**src/rtl/x_input_buffer.sv**
```systemverilog
// Operand buffer feeding the 4-lane MAC ALU: loads one ROWSxCOLS byte matrix over
// valid/ready, then replays it row by row on X_shift, PASSES times, before reloading.
module x_input_buffer #(
    parameter int unsigned DATA_W = 8,
    parameter int unsigned ROWS   = 8,
    parameter int unsigned COLS   = 4,
    parameter int unsigned PASSES = 4
) (
    input  logic                      clk,
    input  logic                      rst,
    input  logic [DATA_W-1:0]         in_data,
    input  logic                      in_valid,
    output logic                      in_ready,
    input  logic                      X_shift,
    output logic [DATA_W:0]           X_reg1,
    output logic [DATA_W:0]           X_reg2,
    output logic [DATA_W:0]           X_reg3,
    output logic [DATA_W:0]           X_reg4,
    output logic                      buf_full,
    output logic                      buf_done,
    output logic [$clog2(ROWS)-1:0]   row_idx,
    output logic [$clog2(PASSES)-1:0] pass_idx
);

    localparam int unsigned RowW  = $clog2(ROWS);
    localparam int unsigned PassW = $clog2(PASSES);
    localparam int unsigned ColW  = $clog2(COLS);
    localparam int unsigned WrW   = $clog2(ROWS * COLS);

    localparam logic [WrW-1:0]   WrLast   = WrW'(ROWS * COLS - 1);
    localparam logic [RowW-1:0]  RowLast  = RowW'(ROWS - 1);
    localparam logic [PassW-1:0] PassLast = PassW'(PASSES - 1);

    typedef enum logic [0:0] {
        StLoad,
        StFull
    } state_e;

    state_e             state_q;
    logic [WrW-1:0]     wr_cnt_q;
    logic [RowW-1:0]    row_idx_q;
    logic [PassW-1:0]   pass_idx_q;
    logic               in_ready_q;
    logic               buf_full_q;
    logic               buf_done_q;
    logic [DATA_W-1:0]  mem_q [ROWS][COLS];
    logic               wr_en;

    // A byte only lands while loading; in_ready_q is already low in StFull.
    assign wr_en = (state_q == StLoad) && in_valid && in_ready_q;

    // Load/stream sequencer with registered handshake and status outputs.
    always_ff @(posedge clk or negedge rst) begin
        if (!rst) begin
            state_q    <= StLoad;
            wr_cnt_q   <= '0;
            row_idx_q  <= '0;
            pass_idx_q <= '0;
            in_ready_q <= 1'b0;
            buf_full_q <= 1'b0;
            buf_done_q <= 1'b0;
        end else begin
            buf_done_q <= 1'b0;
            unique case (state_q)
                StLoad: begin
                    in_ready_q <= 1'b1;
                    if (wr_en) begin
                        if (wr_cnt_q == WrLast) begin
                            state_q    <= StFull;
                            wr_cnt_q   <= '0;
                            in_ready_q <= 1'b0;
                            buf_full_q <= 1'b1;
                        end else begin
                            wr_cnt_q <= wr_cnt_q + 1'b1;
                        end
                    end
                end
                StFull: begin
                    if (X_shift) begin
                        if (row_idx_q == RowLast) begin
                            row_idx_q <= '0;
                            if (pass_idx_q == PassLast) begin
                                // Last shift of last pass: free the buffer for the next load.
                                state_q    <= StLoad;
                                pass_idx_q <= '0;
                                buf_full_q <= 1'b0;
                                buf_done_q <= 1'b1;
                                in_ready_q <= 1'b1;
                            end else begin
                                pass_idx_q <= pass_idx_q + 1'b1;
                            end
                        end else begin
                            row_idx_q <= row_idx_q + 1'b1;
                        end
                    end
                end
                default: state_q <= StLoad;
            endcase
        end
    end

    // Matrix storage, row-major; contents are don't-care after reset.
    always_ff @(posedge clk) begin
        if (wr_en) begin
            mem_q[wr_cnt_q[WrW-1:ColW]][wr_cnt_q[ColW-1:0]] <= in_data;
        end
    end

    // Current row on the lanes, zero-extended; forced to zero while not full.
    always_comb begin
        X_reg1 = '0;
        X_reg2 = '0;
        X_reg3 = '0;
        X_reg4 = '0;
        if (buf_full_q) begin
            X_reg1 = {1'b0, mem_q[row_idx_q][0]};
            X_reg2 = {1'b0, mem_q[row_idx_q][1]};
            X_reg3 = {1'b0, mem_q[row_idx_q][2]};
            X_reg4 = {1'b0, mem_q[row_idx_q][3]};
        end
    end

    assign in_ready = in_ready_q;
    assign buf_full = buf_full_q;
    assign buf_done = buf_done_q;
    assign row_idx  = row_idx_q;
    assign pass_idx = pass_idx_q;

endmodule
```
**config.mk**
```make
export PLATFORM = sky130hd
export DESIGN_NAME = x_input_buffer
export DESIGN_NICKNAME = d
export VERILOG_FILES = /design/src/rtl/x_input_buffer.sv
export SDC_FILE = /design/constraint.sdc
export NUM_CORES = 1
export LEC_CHECK = 0
export CORE_MARGIN = 3
export CORE_UTILIZATION = 30
export DETAILED_ROUTE_END_ITERATION = 12
export SLEW_MARGIN = 10
export SYNTH_ARGS = -nofsm -noshare
export SYNTH_HDL_FRONTEND = slang
export SYNTH_SLANG_ARGS = --single-unit
```
**constraint.sdc**
```tcl
create_clock -name clk -period 1.75 [get_ports clk]
set_clock_uncertainty 0.1 [all_clocks]
set_input_delay 0.35 -clock clk [delete_from_list [all_inputs] [get_ports clk]]
set_output_delay 0.35 -clock clk [all_outputs]
set_load 0.02 [all_outputs]
```
==> results.rst, run 1 <==
.. list-table::
   :header-rows: 1

   * - Metric
     - Value
   * - Post-synthesis mux area share
     - 0.133
   * - Count of buffers inserted at the top-level ports
     - 51
   * - Slowest cell delay on critical path
     - 470 ps
   * - HPWL after DPL
     - 15200 um
   * - Global route overflow
     - 0
   * - Number of detailed-routing iterations run before antenna repair
     - 4
   * - P_leak
     - 0.00492 uW
   * - Required time reported for the critical path endpoint
     - 1300 ps
   * - Sum of buffers and inverters on the critical path
     - 4
   * - Number of instances in the synthesized netlist
     - 592
   * - Power density of the placed cells
     - 1370 nW/um^2
   * - Largest net degree at the start of global routing
     - 33
   * - Portion of the post-synthesis area used by sequential elements
     - 0.732
   * - Total Neg Setup Slack
     - -27030 ps
   * - Worst path cell trace
     - buf_4 -> clkbuf_16 -> mux4_2 -> inv_2 -> a221oi_4 -> buf_6
   * - Layout overhead on the synthesized area
     - 34.7%
   * - Number of top-level pins
     - 56
   * - Top cell type by total area after synthesis
     - sky130_fd_sc_hd__edfxtp_1
   * - Violations in the final reports
     - negative setup slack
   * - Clock tree from TritonCTS
     - built
   * - Gate family responsible for the most delay along the worst path
     - buffers and inverters
   * - Fraction of layout cells with a size suffix above 1
     - 0.492
   * - Routability cong.
     - 0.758
   * - Fraction of the mapped netlist area in simple logic gates
     - 0.0294
   * - DRC violations left
     - 0
   * - Area share of the largest cell type after synthesis
     - 0.701
   * - Xor and xnor fraction of the mapped netlist area
     - 0.000798
   * - Layout Nets
     - 778
   * - Worst skew pair latency
     - 530 ps
   * - Vias per std cell
     - 4.75
   * - Standard-cell rows
     - 69
   * - First-pass GRT wire length
     - 39400 um
   * - Mean routed wirelength per cell
     - 20.8 um
   * - Fraction of the mapped netlist area in adder cells
     - 0.00912
   * - Highest achievable clock rate
     - 385 MHz
   * - Antenna-violating nets left
     - 0
   * - Die boundary height
     - 197 um
   * - All-Layer GR Usage
     - 0.133
   * - Kind of capture point of the worst setup path
     - output pin
   * - Power share of the combinational group
     - 0.338
   * - Power Internal
     - 14000 uW
   * - Slowest stage cell, crit path
     - sky130_fd_sc_hd__dfrtp_2
   * - CTS root buffer
     - sky130_fd_sc_hd__clkbuf_16
   * - Post-synthesis sequential element count
     - 270
   * - Post-Syn Area per Cell
     - 18.5 sq um
   * - Biggest fanout along the worst timing path
     - 5
   * - Switching power
     - 6230 uW
   * - Class of the tightest hold or removal check
     - in -> async
   * - Share of flip-flops with an asynchronous set or reset
     - 0.0519
   * - Worst hold slack across all endpoints
     - 29.5 ps
   * - Std-Cell Core Area
     - 35800 sq um
   * - Final worst-path setup slack
     - -850 ps
   * - Number of unique standard cell types used by synthesis
     - 36
   * - Deepest clock path buffer count
     - 3
   * - Initial cell density of the core
     - 0.306
   * - Number of diodes added for antenna fixing
     - 0
   * - Level count of the clock H-tree
     - 1
   * - Hold Fails Final Rpt
     - 0
   * - Power share of the clock group
     - 0.278
   * - Final Total Pwr
     - 20200 uW
   * - Final Setup Violations
     - 43
   * - Detailed-route via count
     - 5883
   * - CP Class
     - reg -> out
   * - Width of the die
     - 197 um
   * - Total clock buffers created by CTS
     - 28
   * - Number of warning messages in the yosys log
     - 0
   * - Outcome
     - complete, but fails checks
   * - Sink Count
     - 270
   * - Cell Area, Synth
     - 11000 sq um
   * - RSZ-0062 raised after global routing
     - true
   * - Top area cells in the synthesized netlist
     - sky130_fd_sc_hd__edfxtp_1 (70%), sky130_fd_sc_hd__mux4_2 (5.7%), sky130_fd_sc_hd__a221oi_2 (3.8%), sky130_fd_sc_hd__mux2_2 (3.7%), sky130_fd_sc_hd__dfrtp_1 (3.2%)
   * - Synth Area in Compound Gates
     - 0.0597
   * - Count of flip-flops with a built-in enable after synthesis
     - 256
   * - Number of max-cap violations
     - 0
   * - Pins over their slew limit
     - 0
   * - Main combinational cell family by area after synthesis
     - multiplexers
   * - Final WL
     - 25800 um
   * - Power share of the sequential group
     - 0.383
   * - Startpoint types
     - flip-flop
   * - Drt initial violations
     - 320
   * - Synth Flop Type
     - sky130_fd_sc_hd__edfxtp_1
   * - Part of the cycle the worst path needs
     - 1.49
   * - Number of global-route vias before repair
     - 6144
   * - Clock transition at the registers of the reported paths
     - 60 ps
   * - Net Sw Frac
     - 0.309
   * - Minimum period implied by the final worst setup slack
     - 2600 ps
   * - Final cell utilization of the core
     - 0.412
   * - Die footprint
     - 38900 sq um
   * - Worst ir drop on vdd
     - 788 uV
   * - Data arrival, critical path
     - 2150 ps
   * - Number of antenna violations at the first check in global routing
     - 0
[final timing paths]
kind,from,to,slack (ps),depth (start not counted)
worst max-delay path,row_idx[1]$_DFFE_PN0P_,X_reg2[2],-850,6
worst min-delay path,rst,pass_idx[1]$_DFFE_PN0P_,30,2
worst max register to register,row_idx[1]$_DFFE_PN0P_,in_ready$_DFFE_PN0P_,-210,10
worst min register to register,pass_idx[1]$_DFFE_PN0P_,pass_idx[1]$_DFFE_PN0P_,440,1
max in group asynchronous,rst,row_idx[2]$_DFFE_PN0P_,1320,2
min in group clk,pass_idx[1]$_DFFE_PN0P_,pass_idx[1]$_DFFE_PN0P_,440,1
[power by group through the flow]
stage               sequential, uW  combinational [uW]  clock [uW]
finish                        7740                6830        5620
global route                  7780                7260        6000
CTS                           7730                6490        5740
detailed placement            7840                5550           0
global placement              7830                5510           0
floorplan                     7800                3490           0
[worst reg2reg max path: stages, from the launching register on]
cell and delay [ps]:
sky130_fd_sc_hd__dfrtp_2 470, sky130_fd_sc_hd__buf_6 160, sky130_fd_sc_hd__buf_16 150, sky130_fd_sc_hd__buf_8 130, sky130_fd_sc_hd__buf_6 110, sky130_fd_sc_hd__ha_4 150, sky130_fd_sc_hd__ha_4 170, sky130_fd_sc_hd__buf_6 130
sky130_fd_sc_hd__nand3_2 70, sky130_fd_sc_hd__nand2_2 70, sky130_fd_sc_hd__o21a_1 160
[through the flow]
step | std cells | setup slack, ps | area (sq um)
4_1_cts | 1223 | -941 | 14500
3_3_place_gp | 1151 | -734 | 13200
3_5_place_dp | 1151 | -733 | 13200
6_report | 1238 | -850 | 14800
5_1_grt | 1238 | -914 | 14800
2_1_floorplan | 595 | -144 | 11500
[state kept, by name, summed over array words and instances (netlist names)]
signal	cells
mem_q	256
buf_done	1
state_q	1
in_ready	1
row_idx	3
buf_full	1
wr_cnt_q	5
pass_idx	2
[cells by family (layout without fill, tap and decap cells)]
kind of cell    after synthesis  count (layout)
fa+ha+maj                     8               8
compound gates               71              71
xor+xnor                      1               1
flops                       270             270
mux                         100             100
other cells                   1               4
simple gates                 71              71
buf+inv                      70             252
[cell usage after synthesis, drive strengths merged (2+ instances only)]
master	count
or3b	2
ha	8
edfxtp	256
mux2	36
mux4	32
nand2	16
clkbuf	12
o21ai	35
mux2i	32
nand3	4
nor2	37
a221oi	32
a21oi	2
nand3b	4
inv	34
dfrtp	14
or3	2
buf	24
[per-layer routing]
metal  vias up  global-route usage  wire length, um  share of wire
met5         -                   0                0              0
met4         0              0.0246              430          0.017
met3        31              0.0194              813          0.032
met2       114               0.231            13000           0.51
met1      3071               0.179            11500           0.45
li1       2667                   -                -              -
[area by class of cell]
cell class / instances / area (sq um)
flip-flops and latches: 270 / 8050
inverters: 34 / 128
clock buffers: 36 / 752
repair buffers: 169 / 1970
well taps: 461 / 577
multi-input cells: 255 / 3190
fillers: 3147 / 21100
clock inverters: 13 / 108
[placed cells by master, fill, tap and decap left out, drive strengths merged, types with 32 or more instances in the layout]
cell type,n
edfxtp,256
buf,153
clkbuf,39
nor2,37
mux2,36
o21ai,35
inv,34
mux4,32
a221oi,32
mux2i,32
[what timing repair did]
item,CTS,global route
buffers inserted,21,17
cloned,3,2
setup endpoints to repair,253,128
gates resized for setup,294,51
pin swaps,4,10
hold buffers,0,0
(Power assumes the default switching activity.)
==> run 2, diff against run 1 <==
Clock period 1.75 ns to 3.1 ns, I/O delays scaled along.
==> run 2 against run 1 <==
  * The flow now finishes without violations
  * Via count down 5.5%
  * Combinational power down 68%
  * Worst hold slack better by 400 ps
  * Sequential power down 44%
  * Die area unchanged
  * Critical path type unchanged
==> results.rst, run 2 (same netlist as run 1, synthesis figures left out) <==
.. list-table::
   :header-rows: 1

   * - Metric
     - Value
   * - Outcome
     - complete, no violations
   * - Worst skew pair latency
     - 510 ps (-20 ps)
   * - Pins over their slew limit
     - 0 (unchanged)
   * - Clock tree from TritonCTS
     - built
   * - Most used cells in the layout excluding fill and tap cells
     - sky130_fd_sc_hd__edfxtp_1 (256), sky130_fd_sc_hd__buf_4 (55), sky130_fd_sc_hd__mux2_2 (36), sky130_fd_sc_hd__nor2_1 (36), sky130_fd_sc_hd__inv_1 (34)
   * - Detailed-route via count
     - 5558 (-5.5%)
   * - Die footprint
     - 38900 sq um (unchanged)
   * - Deepest clock path buffer count
     - 3 (unchanged)
   * - Worst hold slack across all endpoints
     - 433 ps (+403 ps)
   * - Final cell utilization of the core
     - 0.369 (-0.0439)
   * - Worst r2r dst
     - pass_idx[1]$_DFFE_PN0P_
   * - Die boundary height
     - 197 um (unchanged)
   * - Routability cong.
     - 0.717 (-5.5%)
   * - RSZ-0062 raised after global routing
     - false
   * - Total Neg Setup Slack
     - 0 ps (+27030 ps)
   * - Initial cell density of the core
     - 0.306 (unchanged)
   * - CTS root buffer
     - sky130_fd_sc_hd__clkbuf_16
   * - Highest achievable clock rate
     - 329 MHz
   * - Global route overflow
     - 0 (unchanged)
   * - Number of top-level pins
     - 56 (unchanged)
   * - Worst ir drop on vdd
     - 375 uV (-52%)
   * - Data arrival, critical path
     - 2320 ps (+170 ps)
   * - CP Class
     - reg -> out
   * - Clock transition at the registers of the reported paths
     - 60 ps (about the same)
   * - Count of buffers inserted at the top-level ports
     - 51 (unchanged)
   * - Layout overhead on the synthesized area
     - 20.3%
   * - Reg-to-reg critical path startpoint
     - row_idx[0]$_DFFE_PN0P_
   * - Sink Count
     - 270 (unchanged)
   * - Setup slack on the worst flop-to-flop path
     - 1140 ps (+1350 ps)
   * - Hold Fails Final Rpt
     - 0 (unchanged)
   * - Mean routed wirelength per cell
     - 20.1 um (-3.4%)
   * - Drt initial violations
     - 354 (+11%)
   * - Number of detailed-routing iterations run before antenna repair
     - 4 (unchanged)
   * - Part of the cycle the worst path needs
     - 0.981
   * - Number of max-cap violations
     - 0 (unchanged)
   * - Power density of the placed cells
     - 742 nW/um^2 (-46%)
   * - DRC violations left
     - 0 (unchanged)
   * - All-Layer GR Usage
     - 0.121 (-0.0112)
   * - Final WL
     - 23700 um (-7.8%)
   * - Width of the die
     - 197 um (unchanged)
   * - Final instance count without filler cells
     - 1181 (-4.6%)
   * - Max FFs per register
     - 256 (unchanged)
   * - Total clock buffers created by CTS
     - 27 (-3.6%)
   * - Antenna-violating nets left
     - 0 (unchanged)
   * - Final Setup Violations
     - 0 (-100%)
   * - Largest net degree at the start of global routing
     - 33 (unchanged)
   * - Number of antenna violations at the first check in global routing
     - 0 (unchanged)
   * - Minimum period implied by the final worst setup slack
     - 3040 ps
   * - Fraction of layout cells with a size suffix above 1
     - 0.286 (-0.206)
   * - Standard-cell rows
     - 69 (unchanged)
   * - HPWL after DPL
     - 14900 um (-2.0%)
   * - Max_slew headroom
     - 0.516
   * - Startpoint types
     - flip-flop
   * - Number of fill cells
     - 3251 (+3.3%)
   * - Level count of the clock H-tree
     - 1 (unchanged)
   * - First-pass GRT wire length
     - 36200 um (-8.0%)
   * - Number of diodes added for antenna fixing
     - 0 (unchanged)
   * - Most common cell after layout, fill and taps aside
     - sky130_fd_sc_hd__edfxtp_1
   * - Hold_buf cts
     - 0 (unchanged)
   * - Required time reported for the critical path endpoint
     - 2380 ps (+1080 ps)
   * - Vias per std cell
     - 4.71 (-0.96%)
   * - Worst-case reg-to-reg path depth
     - 5 (-5)
   * - Number of global-route vias before repair
     - 5797 (-5.6%)
   * - Kind of capture point of the worst setup path
     - output pin
   * - Class of the tightest hold or removal check
     - in -> async
   * - P_leak
     - 0.00448 uW (-9.0%)
   * - Worst slew pin tran
     - 724 ps
   * - # placed instances
     - 1130 (-1.8%)
   * - Biggest fanout along the worst timing path
     - 15 (+10)
   * - Std-Cell Core Area
     - 35800 sq um (unchanged)
   * - Layout Nets
     - 721 (-7.3%)
## run 2: changes by cell type in the layout (fill, tap and decap cells not counted), moves of 23 or more
| cell | previous run | this run |
|---|---|---|
| sky130_fd_sc_hd__buf_12 | 28 | 5 |
| sky130_fd_sc_hd__buf_6 | 54 | 2 |
| sky130_fd_sc_hd__inv_1 | 2 | 34 |
| sky130_fd_sc_hd__o21ai_0 | 2 | 33 |
| sky130_fd_sc_hd__dlygate4sd2_1 | 2 | 25 |
| sky130_fd_sc_hd__a221oi_2 | 0 | 29 |
| sky130_fd_sc_hd__inv_2 | 32 | 0 |
| sky130_fd_sc_hd__a221oi_4 | 32 | 0 |
## run 2: how the worst max path moves through the flow
stage	end	start	slack, ps	cells past startpoint
floorplan	X_reg2[7]	row_idx[1]$_DFFE_PN0P_	700	5
global placement	X_reg2[7]	row_idx[2]$_DFFE_PN0P_	190	6
detailed placement	X_reg4[0]	row_idx[2]$_DFFE_PN0P_	220	5
CTS	X_reg2[4]	row_idx[2]$_DFFE_PN0P_	3	6
global route	X_reg4[0]	row_idx[1]$_DFFE_PN0P_	3	6
finish	X_reg2[4]	row_idx[2]$_DFFE_PN0P_	60	6
## run 2: area by class of cell
type	count	area, sq um	share of cell area
Tap cell	461	577	0.0437
Sequential cell	270	8040	0.609
Clock buffer	36	749	0.0568
Multi-Input combinational cell	255	2570	0.195
Clock inverter	12	138	0.0104
Inverter	34	128	0.00966
Timing Repair Buffer	113	995	0.0753
## run 2: stage by stage
step / total power [uW] / area, sq um / setup WS, ps
6_report: 9800 / 13200 / 59.8
5_1_grt: 10200 / 13200 / 2.79
4_1_cts: 9920 / 13200 / 2.53
3_5_place_dp: 6740 / 12300 / 220
3_3_place_gp: 6720 / 12300 / 190
2_1_floorplan: 5850 / 11000 / 702
## run 2: report_power, final
part | internal (uW) | leakage (uW) | total [uW] | switching, uW
logic | 805 | 0.00156 | 2180 | 1370
clock network | 1940 | 0.000433 | 3250 | 1310
registers | 4240 | 0.00248 | 4370 | 132
## run 2: timing repair
action	4_1_cts	5_1_grt
endpoints found under the setup margin	32	19
gates resized for setup	35	11
setup buffers	2	1
## run 2: routing by layer
| layer | GRT usage | vias to the layer above | part of all wire |
|---|---|---|---|
| li1 | - | 2536 | - |
| met1 | 0.155 | 2896 | 0.42 |
| met2 | 0.220 | 98 | 0.53 |
| met3 | 0.0164 | 28 | 0.033 |
| met4 | 0.0288 | 0 | 0.017 |
| met5 | 0 | - | 0 |
## run 2: worst max-delay path: stages (launching register included)
cell and delay, ps:
sky130_fd_sc_hd__dfrtp_4 560, sky130_fd_sc_hd__buf_12 180, sky130_fd_sc_hd__buf_4 190, sky130_fd_sc_hd__mux4_2 240
sky130_fd_sc_hd__inv_1 50, sky130_fd_sc_hd__a221oi_2 230, sky130_fd_sc_hd__clkdlybuf4s15_1 340
==> run 3, diff against run 2 <==
Clock period 3.1 ns to 3.5 ns, I/O delays scaled along.
==> run 3 against run 2 <==
  * Clock power shrank 18%
  * Sequential share of layout area grew 0.36 points
  * Register-to-register slack gained 380 ps
  * Critical path type unchanged
  * Critical path depth shrank 1
  * Setup slack gained 15 ps
  * Largest cell class unchanged
  * Largest power group unchanged
==> results.rst, run 3 (same netlist as run 1, synthesis figures left out) <==
.. list-table::
   :header-rows: 1

   * - Metric
     - Value
   * - Final WL
     - 23700 um (-0.17%)
   * - DP Worst Slack
     - 496 ps (+275 ps)
   * - Sink Count
     - 270 (unchanged)
   * - P_leak
     - 0.00433 uW (-3.2%)
   * - Number of diodes added for antenna fixing
     - 0 (unchanged)
   * - Total Neg Setup Slack
     - 0 ps (unchanged)
   * - Max_slew headroom
     - 0.531 (+0.0146)
   * - Detailed-route via count
     - 5516 (-0.76%)
   * - Number of antenna violations at the first check in global routing
     - 0 (unchanged)
   * - CP Class
     - reg -> out
   * - Worst slew pin tran
     - 702 ps (-21.8 ps)
   * - Layout overhead on the synthesized area
     - 19.6%
   * - Most used cells in the layout excluding fill and tap cells
     - sky130_fd_sc_hd__edfxtp_1 (256), sky130_fd_sc_hd__buf_4 (49), sky130_fd_sc_hd__clkdlybuf4s50_1 (48), sky130_fd_sc_hd__mux2_2 (36), sky130_fd_sc_hd__nor2_1 (36)
   * - Count of buffers inserted at the top-level ports
     - 51 (unchanged)
   * - Part of the cycle the worst path needs
     - 0.979
   * - Level count of the clock H-tree
     - 1 (unchanged)
   * - Hold Fails Final Rpt
     - 0 (unchanged)
   * - Data arrival, critical path
     - 2620 ps (+300 ps)
   * - Biggest fanout along the worst timing path
     - 31 (+16)
   * - Hold_buf cts
     - 0 (unchanged)
   * - Number of max-cap violations
     - 0 (unchanged)
   * - Vias per std cell
     - 4.71 (about the same)
   * - Routability cong.
     - 0.744 (+3.9%)
   * - Die footprint
     - 38900 sq um (unchanged)
   * - Number of detailed-routing iterations run before antenna repair
     - 6 (+2)
   * - Class of the tightest hold or removal check
     - reg -> reg
   * - Clock tree from TritonCTS
     - built
   * - Total clock buffers created by CTS
     - 27 (unchanged)
   * - Worst-case reg-to-reg path depth
     - 5 (unchanged)
   * - Worst ir drop on vdd
     - 273 uV (-27%)
   * - Largest net degree at the start of global routing
     - 34 (+3.0%)
   * - Most common cell after layout, fill and taps aside
     - sky130_fd_sc_hd__edfxtp_1
   * - Worst skew pair latency
     - 520 ps (about the same)
   * - Minimum period implied by the final worst setup slack
     - 3420 ps
   * - Outcome
     - complete, no violations
   * - Final worst-path setup slack
     - 75.2 ps (+15.4 ps)
   * - All-Layer GR Usage
     - 0.121 (-0.000211)
   * - CTS root buffer
     - sky130_fd_sc_hd__clkbuf_16
   * - Number of global-route vias before repair
     - 5661 (-2.3%)
   * - Number of cells on the worst hold path
     - 1
   * - Mean routed wirelength per cell
     - 20.2 um (+0.59%)
   * - Standard-cell rows
     - 69 (unchanged)
   * - Clock transition at the registers of the reported paths
     - 60 ps (about the same)
   * - Deepest clock path buffer count
     - 3 (unchanged)
   * - Std-Cell Core Area
     - 35800 sq um (unchanged)
   * - DRC violations left
     - 0 (unchanged)
   * - RSZ-0062 raised after global routing
     - false
   * - First-pass GRT wire length
     - 35800 um (-1.3%)
   * - Power density of the placed cells
     - 651 nW/um^2 (-12%)
   * - Global route overflow
     - 0 (unchanged)
   * - Layout Nets
     - 714 (-0.97%)
   * - Resized cells post-CTS
     - 1 (-97%)
   * - Final Setup Violations
     - 0 (unchanged)
   * - Worst hold slack across all endpoints
     - 446 ps (+12.9 ps)
   * - Kind of capture point of the worst setup path
     - output pin
   * - Post-CTS setup-driven buffer insertion count
     - 0 (-2)
   * - Initial cell density of the core
     - 0.306 (unchanged)
   * - Antenna-violating nets left
     - 0 (unchanged)
   * - Number of top-level pins
     - 56 (unchanged)
   * - Highest achievable clock rate
     - 292 MHz
   * - Fraction of layout cells with a size suffix above 1
     - 0.266 (-0.0203)
   * - Width of the die
     - 197 um (unchanged)
   * - Drt initial violations
     - 391 (+10%)
   * - Pins over their slew limit
     - 0 (unchanged)
   * - HPWL after DPL
     - 14600 um (-1.7%)
   * - Startpoint types
     - flip-flop
   * - Required time reported for the critical path endpoint
     - 2700 ps (+320 ps)
   * - Die boundary height
     - 197 um (unchanged)
   * - Max FFs per register
     - 256 (unchanged)
## run 3: cell count changes in the layout (fill, tap and decap cells not counted), sizes merged
cell	delta
clkbuf	-6
bufinv	-1
clkinv	+4
clkdlybuf4s50	+29
clkinvlp	-2
buf	-8
dlygate4sd2	-25
clkdlybuf4s15	-3
dlymetal6s2s	+3
## run 3: area by class of cell
class / count / area [sq um]
Multi-Input combinational cell: 255 / 2570
Timing Repair Buffer: 106 / 997
Tap cell: 461 / 577
Inverter: 34 / 128
Sequential cell: 270 / 8040
Clock inverter: 13 / 109
Fill cell: 3276 / 22700
Clock buffer: 33 / 698
## run 3: worst paths after layout
check                                        startpoint  slack (ps)                      end
worst max-delay path             row_idx[2]$_DFFE_PN0P_          80                X_reg4[0]
worst min-delay path            pass_idx[0]$_DFFE_PN0P_         450  pass_idx[0]$_DFFE_PN0P_
worst max register to register   row_idx[0]$_DFFE_PN0P_        1520  pass_idx[1]$_DFFE_PN0P_
worst min register to register  pass_idx[0]$_DFFE_PN0P_         450  pass_idx[0]$_DFFE_PN0P_
max in group asynchronous                           rst        2280   row_idx[2]$_DFFE_PN0P_
min in group asynchronous                           rst         500       buf_done$_DFF_PN0_
## run 3: worst max-delay path: stages, from the launching register on
cell,delay (ps)
sky130_fd_sc_hd__dfrtp_4,580
sky130_fd_sc_hd__buf_12,210
sky130_fd_sc_hd__mux2_2,240
sky130_fd_sc_hd__o21ai_0,90
sky130_fd_sc_hd__a221oi_2,280
sky130_fd_sc_hd__clkdlybuf4s50_1,670
## run 3: where the power goes
group          internal [uW]  switching, uW
combinational            793           1220
sequential              3760            114
clock                   1550           1120
total                   6100           2450
## run 3: through the flow
step | instance area [sq um] | total power, uW | util | cells
6_report | 13100 | 8550 | 0.366 | 1172
5_1_grt | 13100 | 8930 | 0.366 | 1172
4_1_cts | 13100 | 8660 | 0.366 | 1172
3_5_place_dp | 12300 | 5980 | 0.343 | 1126
3_3_place_gp | 12300 | 5970 | 0.343 | 1126
2_1_floorplan | 11000 | 5180 | - | 595
## run 3: routing by layer
layer	global-route usage	part of all wire	wire [um]	vias to the layer above
li1	-	-	-	2528
met1	0.158	0.42	10100	2859
met2	0.213	0.52	12300	103
met3	0.0162	0.037	873	26
met4	0.0343	0.020	472	0
met5	0	0	0	-
==> patch (config.mk and constraints of run 1) <==
Make the reset (`rst`) synchronous in one clocked block.
--- a/src/rtl/x_input_buffer.sv
+++ b/src/rtl/x_input_buffer.sv
@@ -51,5 +51,5 @@
 
     // Load/stream sequencer with registered handshake and status outputs.
-    always_ff @(posedge clk or negedge rst) begin
+    always_ff @(posedge clk) begin
         if (!rst) begin
             state_q    <= StLoad;
Formal check against the unedited RTL: differs if rst is asserted again (counterexample within 4 cycles, from zero or initial values and one cycle with rst low); with rst held inactive, the same outputs for 4 cycles.
==> patch against run 1 <==
- the flow still finishes with violations (setup timing)
- critical path type unchanged
- synthesized area grew 0.16%
- final cell count grew 1.6%
- routed wire length shrank 3.4%
- worst setup slack gained 97 ps
- die area grew 0.16%
- cell area grew 1.4%
- sequential cell count grew 3
Power is not compared: it rests on default switching activity, and its combinational part moved more than twofold at a synthesized area within 25%.
==> patch: results (changes against run 1) <==
status finished with violations (unchanged); failing checks setup timing (unchanged); ys async rst share 0% (was 5.185%); dominant synthesized flop cell edfxtp_1 (unchanged); Global Route Usage Sum 12.51% (was 13.26%); clk_lat worst skew 530 ps (about the same); met3 global-route usage 1.671% (was 1.944%); R2R Path Start wr_cnt_q[0] (was row_idx[1]); DRT Pass-1 Iters 4 (unchanged); routed via count 5915 (was 5883); H-tree depth 1 (unchanged); worst hold endpoint in_ready; setup TNS -22670 ps (was -27030 ps); path type of the worst min-delay path primary input to flop (was primary input to async pin); FF-to-FF End wr_cnt_q[3] (was in_ready); Hold Path Depth 2; share of cells above drive strength 1 50.44% (was 49.16%); Setup WS post-layout -753.0 ps (was -850.3 ps); first-pass GRT wire length 37760 µm (was 39360 µm); main area contributors after synthesis edfxtp_1, mux4_1, mux2_2 (was edfxtp_1, mux4_2, a221oi_2); Area after DPL 13500 µm² (was 13180 µm²); max reg flops 256 (unchanged); Detailed Route Iter0 Violations 349 (was 320); Placer Congestion 0.6969 (was 0.7579); reg2reg path depth 5 (was 10); final net count 795 (was 778); Setup Viol. Count Final 32 (was 43); DP Wirelength 14690 µm (was 15160 µm); maximum vdd drop 0.6080 mV; Num CTS Buffers 29 (was 28); wire length per cell 19.79 µm (was 20.81 µm); I/O Buffers 51 (unchanged); M2 GR Usage 21.34% (was 23.07%); share of the yosys chip area belonging to registers 73.04% (was 73.25%); met1 usage 17.15% (was 17.92%); Max clock buf depth 3 (unchanged); vias in the first global route 6196 (was 6144); Crit Path Max Fanout 7 (was 5); initial antenna violation count 0 (unchanged); Worst Path Arrival 2050 ps (was 2150 ps); top cells by count, synth edfxtp_1, nor2_1, inv_1 (was edfxtp_1, mux2_2, nor2_1); Post-synth EDFFs 256 (unchanged); R2R Setup Slk 50 ps (was -210 ps)
patch: cell types whose count changed in the layout (fill, tap and decap cells not counted), moves of 18 or more:
cell,run 1,this run
buf_6,54,21
a221oi_2,0,18
nor2_4,2,33
a221oi_4,32,14
patch: worst max-delay path by stage:
stage	endpoint	slack, ps	cells past startpoint
2_1_floorplan	X_reg1[1]	-40	5
3_3_place_gp	X_reg4[1]	-720	4
3_5_place_dp	X_reg3[0]	-730	5
4_1_cts	X_reg1[3]	-810	6
5_1_grt	X_reg4[5]	-810	7
6_report	X_reg4[5]	-750	7
patch: final cells by class:
type,instances,area (µm²)
sequential,273,8040
clock buffer,33,740.7
tap,461,576.8
fill,3165,20840
multi-input combinational,265,3244
timing repair buffer,171,2046
clock inverter,20,211.5
inverter,35,131.4
patch: worst max-delay path, cell delays in order, from the launching register on:
cell and delay [ps]:
dfxtp_4 380, buf_12 140, buf_16 130, buf_12 140, mux4_2 220, inv_2 40
a221oi_4 300, buf_6 170
patch: layer usage:
metal	wire [µm]	part of all wire, %	vias up
met2	12120	49	155
met3	1214	4.9	34
met5	0	0	-
met4	442	1.8	0
met1	11110	45	2999
li1	-	-	2727
patch: cells by family after synthesis:
group / share of synthesized area, %
fa+ha+maj: 0.9108
flops: 73.04
other cells: 0.03412
mux: 13.85
compound gates: 5.157
buf+inv: 3.654
simple gates: 3.347
patch: power breakdown:
part / switching (µW) / internal (µW) / total (µW) / leakage [µW]
Combinational: 173 / 70.6 / 244 / 0.00199
Sequential: 6.25 / 7150 / 7150 / 0.00244
Clock: 2420 / 3630 / 6040 / 0.000462
Total: 2600 / 10800 / 13400 / 0.00490
patch: stage by stage:
stage | hold WS, ps | utilization [%] | setup slack, ps | cells | total power [µW]
detailed placement | 379.4 | 37.67 | -726.9 | 1181 | 7541
floorplan | 348.9 | - | -39.34 | 610 | 7369
global route | 301.9 | 41.84 | -806.2 | 1258 | 13900
CTS | 288.8 | 40.97 | -805.5 | 1248 | 13580
finish | 307.4 | 41.84 | -753.0 | 1258 | 13440
global placement | 383.1 | 37.67 | -716.1 | 1181 | 7532
patch: repair_timing:
| action | in CTS | in global routing |
|---|---|---|
| pin swaps | 18 | 26 |
| hold buffers | 0 | 0 |
| resized for setup | 264 | 101 |
| setup buffers | 10 | 15 |
| gates cloned | 5 | 1 |
| setup endpoints to repair | 40 | 71 |
